==> config.mk <==
export PLATFORM = sky130hd
export DESIGN_NAME = regfile_writeback_unit
export DESIGN_NICKNAME = d
export VERILOG_FILES = /design/src/rtl/wb_pkg.sv /design/src/rtl/wb_queue.sv /design/src/rtl/regfile_writeback_unit.sv
export SDC_FILE = /design/constraint.sdc
export NUM_CORES = 1
export LEC_CHECK = 0
export CORE_MARGIN = 2
export CORE_UTILIZATION = 40
export DETAILED_ROUTE_END_ITERATION = 6
export HOLD_SLACK_MARGIN = 0.05
export PLACE_DENSITY = 0.6
export SLEW_MARGIN = 20
export SYNTH_ARGS = -nofsm -noshare
export SYNTH_HDL_FRONTEND = slang
export SYNTH_SLANG_ARGS = --single-unit
==> constraint.sdc <==
create_clock -name clk -period 4.8 [get_ports clk]
set_clock_uncertainty 0.15 [all_clocks]
set_input_delay 0.72 -clock clk [delete_from_list [all_inputs] [get_ports clk]]
set_output_delay 0.72 -clock clk [all_outputs]
set_load 0.02 [all_outputs]
==> src/rtl/wb_pkg.sv <==
// ---------------------------------------------------------------------------
// wb_pkg
// Shared types and constants for the register-file write-back unit.
//   XLEN      : register data width
//   REG_AW    : register index width (32 architectural registers)
//   wb_entry_t: one slow-path queue slot {valid, rd, data}
//   wb_sel_e  : write-port arbitration outcome for a cycle
//   fwd_t     : forwarding result {hit, data}
//   fwd_select: priority mux shared by both forwarding operands
// ---------------------------------------------------------------------------
package wb_pkg;

  localparam int XLEN   = 32;
  localparam int REG_AW = 5;

  typedef struct packed {
    logic              valid;
    logic [REG_AW-1:0] rd;
    logic [XLEN-1:0]   data;
  } wb_entry_t;

  typedef enum logic [1:0] {
    SEL_NONE = 2'd0,  // nothing to write, port idles
    SEL_ALU  = 2'd1,  // ALU result takes the port
    SEL_HEAD = 2'd2,  // live queue head is written and popped
    SEL_DROP = 2'd3   // squashed queue head is popped without a write
  } wb_sel_e;

  typedef struct packed {
    logic            hit;
    logic [XLEN-1:0] data;
  } fwd_t;

  // Forwarding priority: x0 never forwards; queued results are younger than
  // whatever sits in the output register, so a queue hit wins over it.
  function automatic fwd_t fwd_select(
    input logic [REG_AW-1:0] rs,
    input logic              q_hit,
    input logic [XLEN-1:0]   q_data,
    input logic              out_we,
    input logic [REG_AW-1:0] out_rd,
    input logic [XLEN-1:0]   out_data
  );
    fwd_t res;
    res.hit  = 1'b0;
    res.data = '0;
    if (rs != '0) begin
      if (q_hit) begin
        res.hit  = 1'b1;
        res.data = q_data;
      end else if (out_we && (out_rd == rs)) begin
        res.hit  = 1'b1;
        res.data = out_data;
      end
    end
    return res;
  endfunction

endpackage

==> src/rtl/wb_queue.sv <==
// ---------------------------------------------------------------------------
// wb_queue
// In-order circular buffer for slow-path (load/multiply) results.
// Entries can be invalidated in place (squashed) by rd match; a squashed slot
// stays occupied until it reaches the head and is popped.
// Ports:
//   clk, rst        : clock, synchronous active-high reset
//   i_push          : write {i_push_rd, i_push_data} at the tail
//   i_pop           : retire the head slot (live or squashed)
//   i_squash        : invalidate every slot whose rd equals i_squash_rd,
//                     including the slot being pushed in the same cycle
//   o_head          : head slot contents, o_head_occ says it is occupied
//   o_full, o_count : occupancy (squashed slots included)
//   i_rs1/i_rs2     : search keys; o_hit*/o_data* give the youngest live match
// ---------------------------------------------------------------------------
module wb_queue
  import wb_pkg::*;
#(
  parameter int DEPTH = 4
) (
  input  logic                      clk,
  input  logic                      rst,
  input  logic                      i_push,
  input  logic [REG_AW-1:0]         i_push_rd,
  input  logic [XLEN-1:0]           i_push_data,
  input  logic                      i_pop,
  input  logic                      i_squash,
  input  logic [REG_AW-1:0]         i_squash_rd,
  output wb_entry_t                 o_head,
  output logic                      o_head_occ,
  output logic                      o_full,
  output logic [$clog2(DEPTH):0]    o_count,
  input  logic [REG_AW-1:0]         i_rs1,
  input  logic [REG_AW-1:0]         i_rs2,
  output logic                      o_hit1,
  output logic [XLEN-1:0]           o_data1,
  output logic                      o_hit2,
  output logic [XLEN-1:0]           o_data2
);

  localparam int PTR_W = $clog2(DEPTH);
  localparam int CNT_W = PTR_W + 1;

  logic [DEPTH-1:0]  r_valid;
  logic [REG_AW-1:0] r_rd   [DEPTH];
  logic [XLEN-1:0]   r_data [DEPTH];
  logic [PTR_W-1:0]  r_head;
  logic [PTR_W-1:0]  r_tail;
  logic [CNT_W-1:0]  r_count;

  // A push that collides with a same-cycle squash lands already invalid.
  logic w_push_valid;
  assign w_push_valid = !(i_squash && (i_push_rd == i_squash_rd));

  always_ff @(posedge clk) begin
    if (rst) begin
      r_valid <= '0;
      r_head  <= '0;
      r_tail  <= '0;
      r_count <= '0;
    end else begin
      for (int i = 0; i < DEPTH; i++) begin
        if (i_squash && (r_rd[i] == i_squash_rd)) begin
          r_valid[i] <= 1'b0;
        end
      end
      if (i_pop) begin
        r_valid[r_head] <= 1'b0;
        r_head          <= r_head + PTR_W'(1);
      end
      // The tail slot is never occupied when pushing, so this override of the
      // squash loop above only touches a free slot.
      if (i_push) begin
        r_valid[r_tail] <= w_push_valid;
        r_rd[r_tail]    <= i_push_rd;
        r_data[r_tail]  <= i_push_data;
        r_tail          <= r_tail + PTR_W'(1);
      end
      case ({i_push, i_pop})
        2'b10:   r_count <= r_count + CNT_W'(1);
        2'b01:   r_count <= r_count - CNT_W'(1);
        default: r_count <= r_count;
      endcase
    end
  end

  assign o_head.valid = r_valid[r_head];
  assign o_head.rd    = r_rd[r_head];
  assign o_head.data  = r_data[r_head];
  assign o_head_occ   = (r_count != '0);
  assign o_full       = (r_count == CNT_W'(DEPTH));
  assign o_count      = r_count;

  // Per-slot liveness: occupied (age below count) and not squashed.
  logic [DEPTH-1:0] w_live;
  logic [DEPTH-1:0] w_match [2];
  logic [REG_AW-1:0] w_key  [2];
  logic              w_hit  [2];
  logic [XLEN-1:0]   w_data [2];

  assign w_key[0] = i_rs1;
  assign w_key[1] = i_rs2;

  genvar gi;
  generate
    for (gi = 0; gi < DEPTH; gi++) begin : g_slot
      logic [PTR_W-1:0] w_age;
      assign w_age      = PTR_W'(gi) - r_head;
      assign w_live[gi] = r_valid[gi] && ({1'b0, w_age} < r_count);
      assign w_match[0][gi] = w_live[gi] && (r_rd[gi] == w_key[0]);
      assign w_match[1][gi] = w_live[gi] && (r_rd[gi] == w_key[1]);
    end

    // Walk slots oldest to youngest; a later match overrides an earlier one
    // so the youngest live producer is reported.
    for (gi = 0; gi < 2; gi++) begin : g_search
      logic [PTR_W-1:0] v_idx;
      always_comb begin
        w_hit[gi]  = 1'b0;
        w_data[gi] = '0;
        v_idx      = r_head;
        for (int a = 0; a < DEPTH; a++) begin
          v_idx = r_head + PTR_W'(a);
          if (w_match[gi][v_idx]) begin
            w_hit[gi]  = 1'b1;
            w_data[gi] = r_data[v_idx];
          end
        end
      end
    end
  endgenerate

  assign o_hit1  = w_hit[0];
  assign o_data1 = w_data[0];
  assign o_hit2  = w_hit[1];
  assign o_data2 = w_data[1];

endmodule

==> src/rtl/regfile_writeback_unit.sv <==
// ---------------------------------------------------------------------------
// regfile_writeback_unit
// Merges the single-cycle ALU path and the variable-latency slow path into the
// register file's single write port, and forwards pending results to decode.
// Ports:
//   clk, rst                        : clock, synchronous active-high reset
//   alu_valid/alu_rd/alu_data       : ALU result, always accepted
//   mem_valid/mem_ready/mem_rd/
//   mem_data                        : slow-path result handshake
//   RegWrite/WriteRegister/WriteData: registered register-file write port
//   fwd_rs1/fwd_rs2                 : decode source indices
//   fwd_hit*/fwd_data*              : combinational forwarding results
//   pending_cnt                     : queue occupancy incl. squashed slots
// ---------------------------------------------------------------------------
module regfile_writeback_unit
  import wb_pkg::*;
#(
  parameter int DEPTH = 4  // power of two, at least 2
) (
  input  logic                    clk,
  input  logic                    rst,
  input  logic                    alu_valid,
  input  logic [REG_AW-1:0]       alu_rd,
  input  logic [XLEN-1:0]         alu_data,
  input  logic                    mem_valid,
  output logic                    mem_ready,
  input  logic [REG_AW-1:0]       mem_rd,
  input  logic [XLEN-1:0]         mem_data,
  output logic                    RegWrite,
  output logic [REG_AW-1:0]       WriteRegister,
  output logic [XLEN-1:0]         WriteData,
  input  logic [REG_AW-1:0]       fwd_rs1,
  input  logic [REG_AW-1:0]       fwd_rs2,
  output logic                    fwd_hit1,
  output logic                    fwd_hit2,
  output logic [XLEN-1:0]         fwd_data1,
  output logic [XLEN-1:0]         fwd_data2,
  output logic [$clog2(DEPTH):0]  pending_cnt
);

  logic              r_reg_write;
  logic [REG_AW-1:0] r_write_reg;
  logic [XLEN-1:0]   r_write_data;

  wb_entry_t         w_head;
  logic              w_head_occ;
  logic              w_full;
  logic              w_alu_wr;
  logic              w_push;
  logic              w_pop;
  wb_sel_e           w_sel;
  logic              w_q_hit1;
  logic              w_q_hit2;
  logic [XLEN-1:0]   w_q_data1;
  logic [XLEN-1:0]   w_q_data2;
  fwd_t              w_fwd1;
  fwd_t              w_fwd2;

  // x0 is hard-wired: an ALU result to x0 neither writes nor squashes, and a
  // slow-path result to x0 is accepted but never stored.
  assign w_alu_wr  = alu_valid && (alu_rd != '0);
  // mem_ready depends only on registered occupancy, never on mem_valid or on
  // a same-cycle pop.
  assign mem_ready = !w_full;
  assign w_push    = mem_valid && mem_ready && (mem_rd != '0);

  always_comb begin
    w_sel = SEL_NONE;
    if (w_alu_wr) begin
      w_sel = SEL_ALU;
    end else if (w_head_occ && w_head.valid) begin
      w_sel = SEL_HEAD;
    end else if (w_head_occ) begin
      w_sel = SEL_DROP;
    end
  end

  assign w_pop = (w_sel == SEL_HEAD) || (w_sel == SEL_DROP);

  wb_queue #(
    .DEPTH (DEPTH)
  ) u_queue (
    .clk         (clk),
    .rst         (rst),
    .i_push      (w_push),
    .i_push_rd   (mem_rd),
    .i_push_data (mem_data),
    .i_pop       (w_pop),
    .i_squash    (w_alu_wr),
    .i_squash_rd (alu_rd),
    .o_head      (w_head),
    .o_head_occ  (w_head_occ),
    .o_full      (w_full),
    .o_count     (pending_cnt),
    .i_rs1       (fwd_rs1),
    .i_rs2       (fwd_rs2),
    .o_hit1      (w_q_hit1),
    .o_data1     (w_q_data1),
    .o_hit2      (w_q_hit2),
    .o_data2     (w_q_data2)
  );

  // Output register: index/data hold their last value on idle cycles so the
  // register file only sees changes when RegWrite is high.
  always_ff @(posedge clk) begin
    if (rst) begin
      r_reg_write  <= 1'b0;
      r_write_reg  <= '0;
      r_write_data <= '0;
    end else begin
      case (w_sel)
        SEL_ALU: begin
          r_reg_write  <= 1'b1;
          r_write_reg  <= alu_rd;
          r_write_data <= alu_data;
        end
        SEL_HEAD: begin
          r_reg_write  <= 1'b1;
          r_write_reg  <= w_head.rd;
          r_write_data <= w_head.data;
        end
        default: begin
          r_reg_write  <= 1'b0;
        end
      endcase
    end
  end

  assign RegWrite      = r_reg_write;
  assign WriteRegister = r_write_reg;
  assign WriteData     = r_write_data;

  // Same-cycle arrivals are deliberately not forwarded; decode stalls a cycle.
  assign w_fwd1 = fwd_select(fwd_rs1, w_q_hit1, w_q_data1,
                             r_reg_write, r_write_reg, r_write_data);
  assign w_fwd2 = fwd_select(fwd_rs2, w_q_hit2, w_q_data2,
                             r_reg_write, r_write_reg, r_write_data);

  assign fwd_hit1  = w_fwd1.hit;
  assign fwd_data1 = w_fwd1.data;
  assign fwd_hit2  = w_fwd2.hit;
  assign fwd_data2 = w_fwd2.data;

endmodule

======== Yosys cells after proc, flatten, opt, wreduce, memory -nomap -nowiden ========
Memory sizes are Yosys's and may differ from the RTL's. A register that Yosys moved wholly into a read port is not among the register bits.
Cells that the tools add are included.
word-level totals
  bits in registers ....................... 49
  RAM bits ................................ 148
  output and inout port bits .............. 108
  logic and storage cells ................. 159
  memories kept ........................... 2
memory list
  memory          depth  bits a word  rd ports  clocked after memory_dff  wr ports  line            text
  u_queue.r_data  4      32           4         1                         1         wb_queue.sv:46  logic [XLEN-1:0] r_data [DEPTH];
  u_queue.r_rd    4      5            5         1                         1         wb_queue.sv:45  logic [REG_AW-1:0] r_rd [DEPTH];
cells by class
  $add $sub $neg .......................... 10
  magnitude comparators ................... 11
  eq/ne operators ......................... 21
  multiplexer cells ....................... 70
  bitwise gates (word level) .............. 2
  reduce and logical (&&, ||, !) cells .... 36
operators by type and width
  cell                   number
  $mux W32               8
  $mux W33               6
  $eq A5 B5 Y1           15
  $pmux W32 S2           1
  $mux W1                31
  $logic_and A1 B1 Y1    25
  $reduce_bool A5 Y1     4
  $bmux W1 S2            9
  $lt A2 B3 Y1 const B   5
  $mux W2                7
  $lt A2 B3 Y1           4
  $mux W4                3
  $pmux W5 S2            1
  $eq A2 B2 Y1 const B   3
  $pmux W3 S2            1
  $add A2 B1 Y2 const B  2
  $add A2 B2 Y2 const B  2
  $and A4 B4 Y4          1
  $bwmux W4              1
  $demux W1 S2           2
  $eq A2 B1 Y1 const B   2
  $ge A2 B1 Y1 const B   2
  $not A4 Y4             1
  $reduce_bool A2 Y1     2
  other kinds (9)        12

======== Logic depth before layout (Yosys ltp) ========
Gate-level depths: netlist of the first run.
  word-level depth ........................ 12
  depth in mapped cells ................... 16

======== Hierarchy ========
From an unflattened synthesis of the first run, not the netlist that was laid out.
second synthesis, totals
  cells, all modules ...................... 1422
  area total of the unflattened synthesis .. 14521.4 um^2
modules (own cells, without submodules)
  module                  times used  cells an instance  area each (um^2)  sequential area each (um^2)
  wb_queue                1           1034               11482.3           4704.5
  regfile_writeback_unit  1           388                3039.2            760.7

======== Worst setup path after synthesis of the first run ========
OpenSTA, ideal clock, no wires.
  kind .................................... reg-to-output
  start point ............................. register u_queue.r_head[1]
  end point ............................... output fwd_data1[0]
  data arrival time ....................... 3.885 ns
  data required time ...................... 3.930 ns
  slack ................................... 0.045 ns
  stages on the path, launching flop included .. 15
  buffers on the path ..................... 3
  path through ............................ dfxtp_1 -> inv_1 -> ha_1 -> inv_1 -> clkbuf_1 -> clkbuf_1 -> ha_1 -> inv_1 -> o221ai_1 -> nor3_1 -> mux4_2 -> buf_2 -> a211oi_4 -> a22oi_1 -> a211oi_1
on the way
  longest elaborated chain between the ends .. 12
  elaborated cells on any way between the ends .. 38
  classes of those cells .................. 7 x add/sub; 4 x order compare; 18 x mux; 8 x reduce/logical; 1 x memory
ends and longest elaborated chain
  item                                                     line                          text
  from (decl)                                              wb_queue.sv:47                logic [PTR_W-1:0] r_head;
  from (signal assigned)                                   wb_queue.sv:69                r_head <= r_head + PTR_W'(1);
  $sub A1 B2 Y2 / $sub A2 B2 Y2 (equally long branches)    wb_queue.sv:108               assign w_age = PTR_W'(gi) - r_head;
  $lt A2 B3 Y1                                             wb_queue.sv:109               assign w_live[gi] = r_valid[gi] && ({1'b0, w_age} < r_count);
  $logic_and A1 B1 Y1                                      wb_queue.sv:109
  $logic_and A1 B1 Y1                                      wb_queue.sv:110               assign w_match[0][gi] = w_live[gi] && (r_rd[gi] == w_key[0]);
  $bmux W1 S2                                              wb_queue.sv:124               if (w_match[gi][v_idx]) begin
  $mux W1 (implied by the code)                            wb_queue.sv:124
  $mux W32 / $mux W1 (equally long branches) (4 in a row)  wb_queue.sv:124
  $mux W33 (*)                                             wb_pkg.sv:48                  if (q_hit) begin
  $mux W33 (*)                                             wb_pkg.sv:47                  if (rs != '0) begin
  to (decl)                                                regfile_writeback_unit.sv:36  output logic [XLEN-1:0] fwd_data1,
Mark *: on every way between the ends. The rest lies on a longest branch, timed or not. The select of a mux whose other input is x is not followed.

======== Worst setup path after layout of the first run ========
  start point ............................. register u_queue.r_head[1]
  end point ............................... output fwd_data2[31]
on the way
  longest elaborated chain between the ends .. 12
  elaborated cells on any way between the ends .. 38
  classes of those cells .................. 7 x add/sub; 4 x order compare; 18 x mux; 8 x reduce/logical; 1 x memory
ends and longest elaborated chain
  item                                                     line                          text
  $sub A1 B2 Y2 / $sub A2 B2 Y2 (equally long branches)    wb_queue.sv:108
  $lt A2 B3 Y1                                             wb_queue.sv:109
  $logic_and A1 B1 Y1                                      wb_queue.sv:109
  $logic_and A1 B1 Y1                                      wb_queue.sv:111               assign w_match[1][gi] = w_live[gi] && (r_rd[gi] == w_key[1]);
  $bmux W1 S2                                              wb_queue.sv:124
  $mux W1 (implied by the code)                            wb_queue.sv:124
  $mux W32 / $mux W1 (equally long branches) (4 in a row)  wb_queue.sv:124
  $mux W33 (*)                                             wb_pkg.sv:48
  $mux W33 (*)                                             wb_pkg.sv:47
  to (decl)                                                regfile_writeback_unit.sv:37  output logic [XLEN-1:0] fwd_data2,
Marked as above.

==> results of run 1 <==
==> routing by layer <==
layer	routed length, um	part of all wire [%]
met1	20200	43
met2	22200	47
met3	3400	7.2
met4	1480	3.1
met5	31	0.066
==> kinds of logic (layout without fill, tap and decap cells) <==
logic type | after synthesis | count (layout) | synth area share [%]
XOR/XNOR | 79 | 79 | 5.09
flip-flops | 199 | 199 | 40.2
multiplexers | 179 | 179 | 20.4
AO/OA/AOI/OAI | 339 | 339 | 17.8
adder cells (fa/ha/maj) | 15 | 15 | 1.43
AND/OR/NAND/NOR | 330 | 330 | 10.9
buffers and inverters | 131 | 352 | 4.16
==> repair_timing <==
item	in CTS	in global routing
cloned	1	1
gates resized for setup	245	26
pin swaps	7	10
buffers inserted	4	4
endpoints found under the setup margin	63	32
==> worst min-delay path, delay by kind of cell, from the launching register on <==
family,cells,cell delay (ns)
AOI/OAI and AO/OA,1,0.06
DFF,1,0.36
and+or+nand+nor,1,0.07
==> flip-flops by register name, indices dropped and copies added (netlist names), named ones only <==
register / flops
RegWrite: 1
WriteData: 32
WriteRegister: 5
u_queue.o_count: 3
u_queue.r_data: 128
u_queue.r_head: 2
u_queue.r_rd: 20
u_queue.r_tail: 2
u_queue.r_valid: 4
==> power by group <==
group          internal [mW]  switching [mW]  total (mW)
registers               2.09           0.329        2.42
logic                   1.66            2.24        3.89
clock network          0.707           0.771        1.48
==> metrics by stage <==
step | TNS, ns | cell area [um2] | cells
after global placement | -2.98 | 16600 | 1899
after CTS | 0 | 17100 | 1936
after floorplan | 0 | 13600 | 1272
after detailed placement | -2.06 | 16600 | 1899
after global routing | -0.00924 | 17100 | 1941
final | 0 | 17100 | 1941
==> cell usage in the layout, fill, tap and decap left out, types with 38 or more instances in the layout <==
master           count
a21oi_1            102
buf_2               50
buf_4               97
clkdlybuf4s50_1    130
dfxtp_1             47
edfxtp_1           148
mux2i_1             72
mux4_2              76
nand2_1             97
nand3_1             45
nor2_1             117
o21ai_0             54
xnor2_1             38
xor2_1              41
==> final timing paths <==
kind	startpoint	slack, ns	cells past startpoint	end
setup / recovery	u_queue.r_head[1]	0.09	12	fwd_data2[31]
hold / removal	u_queue.r_tail[1]	0.38	2	u_queue.r_tail[1]
setup reg to reg	u_queue.o_count[0]	1.80	7	u_queue.r_data[3][30]
hold reg to reg	u_queue.r_tail[1]	0.38	2	u_queue.r_tail[1]
==> area by class of cell <==
| cell class | instances | area share, % |
|---|---|---|
| tap | 448 | 3.28 |
| clock inverter | 15 | 1.00 |
| multi-input combinational | 942 | 44.8 |
| inverter | 14 | 0.307 |
| sequential | 199 | 32.0 |
| timing repair buffer | 306 | 16.1 |
| clock buffer | 17 | 2.49 |
==> flow_summary.yaml, run 1 <==
status:
  outcome: "completed"
grt:
  grt_usage_pct: 26.7
  antenna_found_initial: 2
  grt_start_max_net_pins: 68
  grt_use_met3_pct: 4.34
  grt.met1_usage_pct: 36.3
  grt_pass1_wl_um: 72700
  busiest_layer: "met2"
  grt_pass1_vias: 12000
  grt_overflow: 0
  use_met2_pct: 43.0
floorplan:
  die-area_mm2: 0.0355
  fp.dieW_um: 188
  rows: 67
  coreArea_mm2: 0.0335
  pin_count: 196
  start_util_pct: 40.6
  fp.dieH_um: 188
min_path:
  hold_path.class: "flip-flop to flip-flop"
worst_setup_path:
  worstPathArrival_ns: 3.84
  max_stage_delay_ns: 0.54
  crit_chain: "inv_1, ha_4, ha_1, inv_1, o311a_1, buf_4, and3_2, buf_4, mux4_2, o311a_1, o221ai_1, clkdlybuf4s15_2"
  start_kind: "flip-flop"
  endpoint_kind: "output pin"
  cp_slowest_cell: "mux4_2"
  crit_type: "flip-flop to output pin"
  critPathMaxFanout: 4
  critPathRequiredTime_ns: 3.93
  crit_buf_inv: 5
  path_delay_family: "compound AO/OA/AOI/OAI gates"
synthesis:
  yosysMostFrequentCell: "edfxtp_1"
  synthCells: 1272
  synth_ff_type: "edfxtp_1"
  synth_top_area_share_pct: 32.7
  synth_area_leader_cell: "edfxtp_1"
  avgSynthCellArea_um2: 10.7
  ys_warn_count: 0
  synth_area_leaders: "edfxtp_1, mux4_2, dfxtp_1"
  syn_nets: 1375
  synthTopCellsByCount: "edfxtp_1, nor2_1, a21oi_1, nand2_1, mux4_2"
  ys_seq_area_share_pct: 40.2
  synth.distinct_cells: 52
  async_flop_share_pct: 0
  synth_edf_count: 148
  synth_area_mm2: 0.0136
  ys_ff_latch: 199
sta:
  relSlewSlack_pct: 44.2
  final.setup.worst_slack_ns: 0.0880
  worst_pin_slew_ns: 0.837
  setup_violations: 0
  drv_slew: 0
  finalCriticalPeriod_ns: 4.71
  finalHoldViolCount: 0
  period_share_pct: 98.2
  holdWs_ns: 0.378
  fmax_mhz: 212
placed_design:
  port_buffers: 195
  pre_cts_slack_ns: -0.215
  dp_hpwl_um: 31500
  gp_congestion: 0.835
final_layout:
  fill_cells: 2985
  final_nets: 1583
  layout-drive-gt1-share_pct: 25.1
  post-route-util_pct: 51.0
  multi_input_area_mm2: 0.00767
  n_antenna_cell: 0
  area.growth.synth_to_final_pct: 25.8
  seq_area_mm2: 0.00547
routing:
  vias: 11900
  post_drt_wl_per_cell_um: 24.4
  drt_iter0_markers: 1238
  dr.pass1.iters: 5
  via_per_inst: 6.11
  antenna_left: 0
  drt-total-wl_um: 47300
  drc: 0
cts:
  clockBufferDepth: 2
  hold_buffers: 0
  clk_pin_slew_ns: 0.09
  cts_tree: "yes"
  cts_buffers: 17
  cts_root_buf: "clkbuf_16"
  cts_htree_levels: 4
  cts.sinks: 199
  clock_latency_ns: 0.45
job:
  maxCapViolCount: 0
pwr:
  ir_worst_vdd_mv: 0.348
  total_power_mw: 7.79
  p_per_area_mw_per_mm2: 456
  p_leak_nw: 5.91
(Power assumes the default switching activity.)
==> run 2, diff against run 1 <==
Settings changed: PLACE_DENSITY 0.6 to not set.
==> results of run 2 <==
No change in the layout: final DEF, timing and power equal those of run 1.
==> run 3, diff against run 2 <==
Settings changed: HOLD_SLACK_MARGIN 0.05 to not set.
==> results of run 3 <==
No change in the layout: final DEF, timing and power equal those of run 1.
